[src/rtl/sha_msg_schedule.sv]
// SHA-256 message-schedule generator: 16-word sliding window, one W_t per handshake, t = 0..63.
// Optional macro SHA_SCHED_KCONST_EN pairs each word with its round constant K_t on W_out[63:32].
module sha_msg_schedule #(
    parameter int NUM_ROUNDS = 64
) (
    input  logic         clk,
    input  logic         n_rst,
    input  logic         start,
    input  logic [511:0] block_in,
    input  logic         w_ready,
    output logic [63:0]  W_out,
    output logic [5:0]   cycle,
    output logic         w_valid,
    output logic         busy,
    output logic         done
);

    // state | meaning
    // IDLE  | waiting for start; block_in sampled on the start cycle
    // RUN   | presenting W_t for round t, advancing on each accepted word
    // DONE  | one-cycle done pulse after W63 is accepted
    typedef enum logic [1:0] {IDLE, RUN, DONE} state_t;

    state_t      state, state_nxt;
    logic [31:0] window [16];
    logic [5:0]  t;
    logic        accept;
    logic        last;
    logic [31:0] k_word;

`ifdef SHA_SCHED_KCONST_EN
    localparam logic [31:0] K_ROM [64] = '{
        32'h428a2f98, 32'h71374491, 32'hb5c0fbcf, 32'he9b5dba5,
        32'h3956c25b, 32'h59f111f1, 32'h923f82a4, 32'hab1c5ed5,
        32'hd807aa98, 32'h12835b01, 32'h243185be, 32'h550c7dc3,
        32'h72be5d74, 32'h80deb1fe, 32'h9bdc06a7, 32'hc19bf174,
        32'he49b69c1, 32'hefbe4786, 32'h0fc19dc6, 32'h240ca1cc,
        32'h2de92c6f, 32'h4a7484aa, 32'h5cb0a9dc, 32'h76f988da,
        32'h983e5152, 32'ha831c66d, 32'hb00327c8, 32'hbf597fc7,
        32'hc6e00bf3, 32'hd5a79147, 32'h06ca6351, 32'h14292967,
        32'h27b70a85, 32'h2e1b2138, 32'h4d2c6dfc, 32'h53380d13,
        32'h650a7354, 32'h766a0abb, 32'h81c2c92e, 32'h92722c85,
        32'ha2bfe8a1, 32'ha81a664b, 32'hc24b8b70, 32'hc76c51a3,
        32'hd192e819, 32'hd6990624, 32'hf40e3585, 32'h106aa070,
        32'h19a4c116, 32'h1e376c08, 32'h2748774c, 32'h34b0bcb5,
        32'h391c0cb3, 32'h4ed8aa4a, 32'h5b9cca4f, 32'h682e6ff3,
        32'h748f82ee, 32'h78a5636f, 32'h84c87814, 32'h8cc70208,
        32'h90befffa, 32'ha4506ceb, 32'hbef9a3f7, 32'hc67178f2
    };
    assign k_word = K_ROM[t];
`else
    assign k_word = 32'h0;
`endif

    function automatic logic [31:0] sig0(input logic [31:0] x);
        return {x[6:0], x[31:7]} ^ {x[17:0], x[31:18]} ^ (x >> 3);
    endfunction

    function automatic logic [31:0] sig1(input logic [31:0] x);
        return {x[16:0], x[31:17]} ^ {x[18:0], x[31:19]} ^ (x >> 10);
    endfunction

    assign accept = (state == RUN) && w_ready;
    assign last   = (t == 6'(NUM_ROUNDS - 1));

    always_ff @(posedge clk or negedge n_rst) begin
        if (!n_rst) state <= IDLE;
        else        state <= state_nxt;
    end

    always_comb begin
        state_nxt = state;
        case (state)
            IDLE:    if (start) state_nxt = RUN;
            RUN:     if (accept && last) state_nxt = DONE;
            DONE:    state_nxt = IDLE;
            default: state_nxt = IDLE;
        endcase
    end

    // The window keeps rolling past t=48; those extra words are never presented.
    always_ff @(posedge clk or negedge n_rst) begin
        if (!n_rst) begin
            for (int i = 0; i < 16; i++) window[i] <= 32'h0;
            t <= 6'd0;
        end else if (state == IDLE && start) begin
            for (int j = 0; j < 16; j++) window[j] <= block_in[32*j +: 32];
            t <= 6'd0;
        end else if (accept) begin
            for (int i = 0; i < 15; i++) window[i] <= window[i+1];
            window[15] <= sig1(window[14]) + window[9] + sig0(window[1]) + window[0];
            if (!last) t <= t + 6'd1;
        end
    end

    always_comb begin
        w_valid = (state == RUN);
        busy    = (state != IDLE);
        done    = (state == DONE);
        W_out   = w_valid ? {k_word, window[0]} : 64'h0;
        cycle   = w_valid ? t : 6'd0;
    end

endmodule
[config.mk]
export PLATFORM = sky130hd
export DESIGN_NAME = sha_msg_schedule
export DESIGN_NICKNAME = d
export VERILOG_FILES = /design/src/rtl/sha_msg_schedule.sv
export SDC_FILE = /design/constraint.sdc
export NUM_CORES = 2
export LEC_CHECK = 0
export CORE_MARGIN = 4
export CORE_UTILIZATION = 31
export DETAILED_ROUTE_END_ITERATION = 6
export PLACE_DENSITY_LB_ADDON = 0.15
export SLEW_MARGIN = 20
export SYNTH_ARGS = -nofsm -noshare
export SYNTH_HDL_FRONTEND = slang
export SYNTH_SLANG_ARGS = --single-unit
[constraint.sdc]
create_clock -name clk -period 7.7 [get_ports clk]
set_clock_uncertainty 0.1 [all_clocks]
set_input_delay 1.155 -clock clk [delete_from_list [all_inputs] [get_ports clk]]
set_output_delay 1.155 -clock clk [all_outputs]
set_load 0.02 [all_outputs]
After elaboration in Yosys (flattened, before gate mapping)

Cells that the tools add are included.

Register bits: 520
Input port bits: 516
Output and inout port bits: 73
Logic and storage cells: 50

$add $sub $neg: 4
Equal/unequal tests: 6
Mux-type cells: 10
Bitwise operators: 4
Reduce and logical (&&, ||, !) cells: 8

Operators with widths:

| cell                  | number |
|---|---|
| $mux W512             | 2 |
| $add A32 B32 Y32      | 3 |
| $xor A32 B32 Y32      | 2 |
| $mux W32              | 1 |
| $xor A32 B22 Y32      | 1 |
| $xor A32 B29 Y32      | 1 |
| $mux W6               | 4 |
| $add A6 B1 Y6 const B | 1 |
| $eq A6 B6 Y1 const B  | 1 |
| $mux W2               | 2 |
| $ne A2 B1 Y1 const B  | 2 |
| $pmux W2 S2           | 1 |
| $reduce_and A2 Y1     | 2 |
| $reduce_bool A2 Y1    | 2 |
| $logic_and A1 B1 Y1   | 3 |
| $eq A2 B1 Y1 const B  | 1 |
| $eq A2 B2 Y1 const B  | 1 |
| $logic_not A2 Y1      | 1 |
| $ne A2 B2 Y1 const B  | 1 |

Longest topological paths before layout

Word-level depth: 7
Mapped depth: 16
Mapped depth without buffers: 15

Least setup slack after synthesis

No wires, ideal clock.

Path kind: flip-flop to flip-flop
From: reg window[57] (netlist name)
To: reg window[31] (netlist name)
Data arrival time: 3717 ps
Path slack: 3756 ps
Stages on the path, launching flop included: 16
Period minus slack after synthesis: 3944 ps
Cell sequence: dfrtp_1 -> clkbuf_1 -> xor2_1 -> xnor2_1 -> fa_1 -> fa_1 -> inv_1 -> ha_1 -> a211oi_1 -> nor2_1 -> or4_4 -> o22ai_4 -> o21bai_2 -> a21o_1 -> a222oi_1 -> nand2_1

Longest elaborated chain between the ends: 7

RTL lines:

| item                               | line | RTL |
|---|---|---|
| start, declared                    | 25   | `logic [31:0] window [16];` |
| $xor A32 B32 Y32                   | 60   | `return {x[16:0], x[31:17]} ^ {x[18:0], x[31:19]} ^ (x >> 10);` |
| $xor A32 B22 Y32 (*)               | 60   |  |
| $add A32 B32 Y32 (*) (3 in series) | 91   | `window[15] <= sig1(window[14]) + window[9] + sig0(window[1]) + window[0];` |
| $mux W512 (*)                      | 89   | `end else if (accept) begin` |
| $mux W512 (*)                      | 86   | `end else if (state == IDLE && start) begin` |

Mark *: on every way between the ends. The rest lies on a longest branch, timed or not. The select of a mux whose other input is x is not followed.
A chain may end at the register's enable or synchronous reset.

Final worst setup path

From: reg window[46] (netlist name)
To: reg window[22] (netlist name)

Longest elaborated chain between the ends: 6

RTL lines:

| item                           | line |
|---|---|
| $xor A32 B22 Y32               | 60 |
| $add A32 B32 Y32 (3 in series) | 91 |
| $mux W512                      | 89 |
| $mux W512                      | 86 |

Every way passes these cells. The select of a mux whose other input is x is not followed.

==> reports/summary.json <==
{
  "number_of_flops_mapped_to_enable_cells_by_yosys": 0,
  "crit_path_frequent_cell": "a21oi_1",
  "worst_tran_pin_value_ns": 1.09,
  "postSynthAreaPerCell_sq_um": 8.09,
  "dr_pass1_iterations": 7,
  "layout.core_utilization_pct": 40.4,
  "vdd_drop_max_v": 0.000767,
  "postSynthCellCount": 3469,
  "synthDistinctLibCells": 54,
  "number_of_nets_with_antenna_violations_after_routing": 0,
  "clock.fmax_mhz": 222,
  "yosys_register_bits": 520,
  "layout_worst_path_cycle_share_pct": 58.6,
  "post_route_cells_drive_above_1_share_pct": 3.64,
  "synthTopCellsByArea": "dfrtp_1 (46%), nand2_1 (14%), a31oi_1 (11%)",
  "ys.flop_type": "dfrtp_1",
  "synth_async_sr_flop_share_pct": 100,
  "maxCapViolCount": 0,
  "dieWidth_um": 309,
  "detail_route.wirelength_um": 117000,
  "switching_power_mw": 10.5,
  "pwr-share-seq_pct": 21.7,
  "numPortBuffers": 556,
  "initial_core_util_pct": 31.2,
  "finalInstanceArea_sq_mm": 0.0363,
  "dp_area_sq_mm": 0.0342,
  "viasPerCell": 5.00,
  "yosysWarnings": 0,
  "worst_path_max_delay_cell": "a311oi_1",
  "synth_top_area_share_pct": 46.3,
  "grt_max_degree": 218,
  "worst_setup_path_end_kind": "flop",
  "dp.final_hpwl_um": 89000,
  "grt.total_usage_pct": 24.0,
  "grt_antenna_before_repair": 12,
  "m1_wl_um": 52700,
  "clkSlewWorstSetupHoldPaths_ns": 0.06,
  "wl_met3_um": 6420,
  "critPathMaxFanout": 6,
  "post_cts_resize_count": 0,
  "final_max_slew_viol_count": 0,
  "switching_share_pct": 49.4,
  "clock-sinks": 520,
  "status": "complete, no violations",
  "globalRouteOverflowTotal": 0,
  "grt_pass1_vias": 25207,
  "floorplan.io_pins": 589,
  "area_growth_pct": 29.5,
  "grt_setup_unrepaired": "false",
  "final_hold_viol_count": 0,
  "path_cells": "buf_4, xor2_1, xnor2_1, fa_1, fa_1, inv_1, ha_1, a21o_1, a311oi_1, o21ai_0, a21oi_1, nand2_1, a21oi_1, xor2_1, a21oi_1",
  "cp_slowest_stage_delay_ns": 0.53,
  "mappedNetlistArea_sq_mm": 0.0281,
  "dr_wl_met2_um": 56600,
  "p_comb_share_pct": 64.0,
  "die_height_um": 309,
  "die-area_sq_mm": 0.0955,
  "row_count": 110,
  "global_route_wire_length_before_repair_um": 169000,
  "clock_tree.root_cell": "clkbuf_16",
  "detail_route.wl_per_cell_um": 23.2,
  "final.setup.tns_ns": 0,
  "p_clk_share_pct": 14.3,
  "synth-seq-area-share_pct": 46.3,
  "maxUsedRoutingLayer": "met5",
  "detailroute.via_count": 25310,
  "layout.nets": 4434,
  "cts-buffers-inserted": 61,
  "timing.critical_path.arrival_ns": 4.88,
  "min-delay-path-class": "flop to flop",
  "synth_top_area_cell": "dfrtp_1",
  "setup_viol": 0,
  "cts_tree": "built",
  "cts_hold_buffers": 0,
  "p_total_mw": 21.2,
  "worst-endpoint-required_ns": 8.07,
  "cellPowerDensity_mw_per_mm2": 583,
  "leakage_nw": 15.6,
  "clk-insertion-delay-late_ns": 0.65,
  "clock_tree.htree_level_count": 2,
  "cell_internal_pwr_mw": 10.7,
  "core_area_sq_mm": 0.0899,
  "cts_buffer_depth": 3,
  "post_cts_buffers": 0,
  "criticalPathCategory": "flop to flop",
  "maxSlewHeadroom_pct": 27.4,
  "drt_drc_violations_left": 0,
  "gpl.final_weighted_congestion": 0.896,
  "drt_iter0_drc": 2163,
  "fin_crit_ns": 4.51,
  "start_kind": "flop"
}
routing by layer:
layer,vias up,GRT usage (%)
li1,12044,-
met1,12489,33.0
met2,676,40.2
met3,97,4.18
met4,4,4.22
met5,-,0
critical path: cells and delay by family, from the launching register on:
family | cells | cell delay (ns)
xor+xnor | 3 | 0.56
buf+inv | 2 | 0.20
flops | 1 | 0.36
simple gates | 1 | 0.13
compound gates | 6 | 1.70
fa+ha+maj | 3 | 1.30
power groups by stage:
stage          Clock (mW)  Combinational (mW)  Sequential [mW]
2_1_floorplan           0                9.57             4.12
3_3_place_gp            0                13.4             4.59
3_5_place_dp            0                13.5             4.63
4_1_cts              3.11                13.5             4.58
5_1_grt              3.22                15.0             4.69
6_report             3.04                13.6             4.59
through the flow:
stage	hold slack, ns	std cells	setup WS (ns)
after floorplan	0.350	3500	3.76
after global placement	0.363	4937	3.29
after detailed placement	0.372	4937	3.25
after CTS	0.387	5052	3.23
after global routing	0.405	5056	2.86
final	0.384	5059	3.19
cells in the mapped netlist, types with 3 or more instances:
master,n
buf_2,5
xor2_1,58
o21ai_1,6
nand2_1,1011
buf_1,27
and2_1,41
o21a_1,3
a21o_1,14
buf_4,33
clkbuf_1,256
nand4_1,10
nor2_1,522
nor2b_1,4
xnor2_1,88
or3_1,3
nor3_1,9
and3_1,6
a31oi_1,484
o22ai_1,3
ha_1,32
mux2i_1,4
o21ai_0,32
o31ai_1,5
a21oi_1,52
dfrtp_1,520
inv_1,122
a211oi_1,3
nand3_1,11
a22oi_1,11
fa_1,62
placed cells by master, fill, tap and decap left out, drive strengths merged, types with 4 or more instances in the layout:
master         instances
nand2               1011
clkdlybuf4s50        555
nor2                 522
dfrtp                520
a31oi                484
inv                  123
clkbuf                89
xnor2                 88
fa                    62
xor2                  58
a21oi                 52
and2                  41
o21ai                 38
ha                    32
conb                  32
buf                   27
clkinv                16
a21o                  14
nand3                 11
a22oi                 11
nand4                 10
nor3                   9
diode                  7
and3                   6
o31ai                  5
bufinv                 5
mux2i                  4
clkinvlp               4
nor2b                  4
o22ai                  4
kinds of logic after synthesis:
group | after synthesis | share of synthesized area, %
simple gates | 1625 | 22.5
compound gates | 636 | 14.2
flops | 520 | 46.3
buf+inv | 443 | 6.39
xor+xnor | 146 | 4.55
fa+ha+maj | 94 | 5.85
mux | 4 | 0.143
other cells | 1 | 0.0134
flip-flops by register name, indices dropped and copies added, names as in the netlist:
| register | flops |
|---|---|
| state | 2 |
| t | 6 |
| window | 512 |
path summary, 6_finish.rpt:
check                                 from     endpoint  slack [ns]  cells after the start
worst max-delay path            window[46]   window[22]        3.19                     15
worst min-delay path             window[3]    window[3]        0.38                      2
worst max register to register  window[46]   window[22]        3.19                     15
worst min register to register   window[3]    window[3]        0.38                      2
max in group asynchronous            n_rst   window[27]        5.54                      2
min in group asynchronous            n_rst  window[272]        0.40                      1
area by class of cell:
cell class              instances  area, sq um
inverters                     122          458
diodes                          7         17.5
clock buffers                  89         1780
well taps                    1176         1470
fillers                      9384        53500
repair buffers                582         5890
flip-flops and latches        520        13000
clock inverters                26          309
multi-input cells            2537        13400
Note: power is estimated with default switching activity, not from simulation.
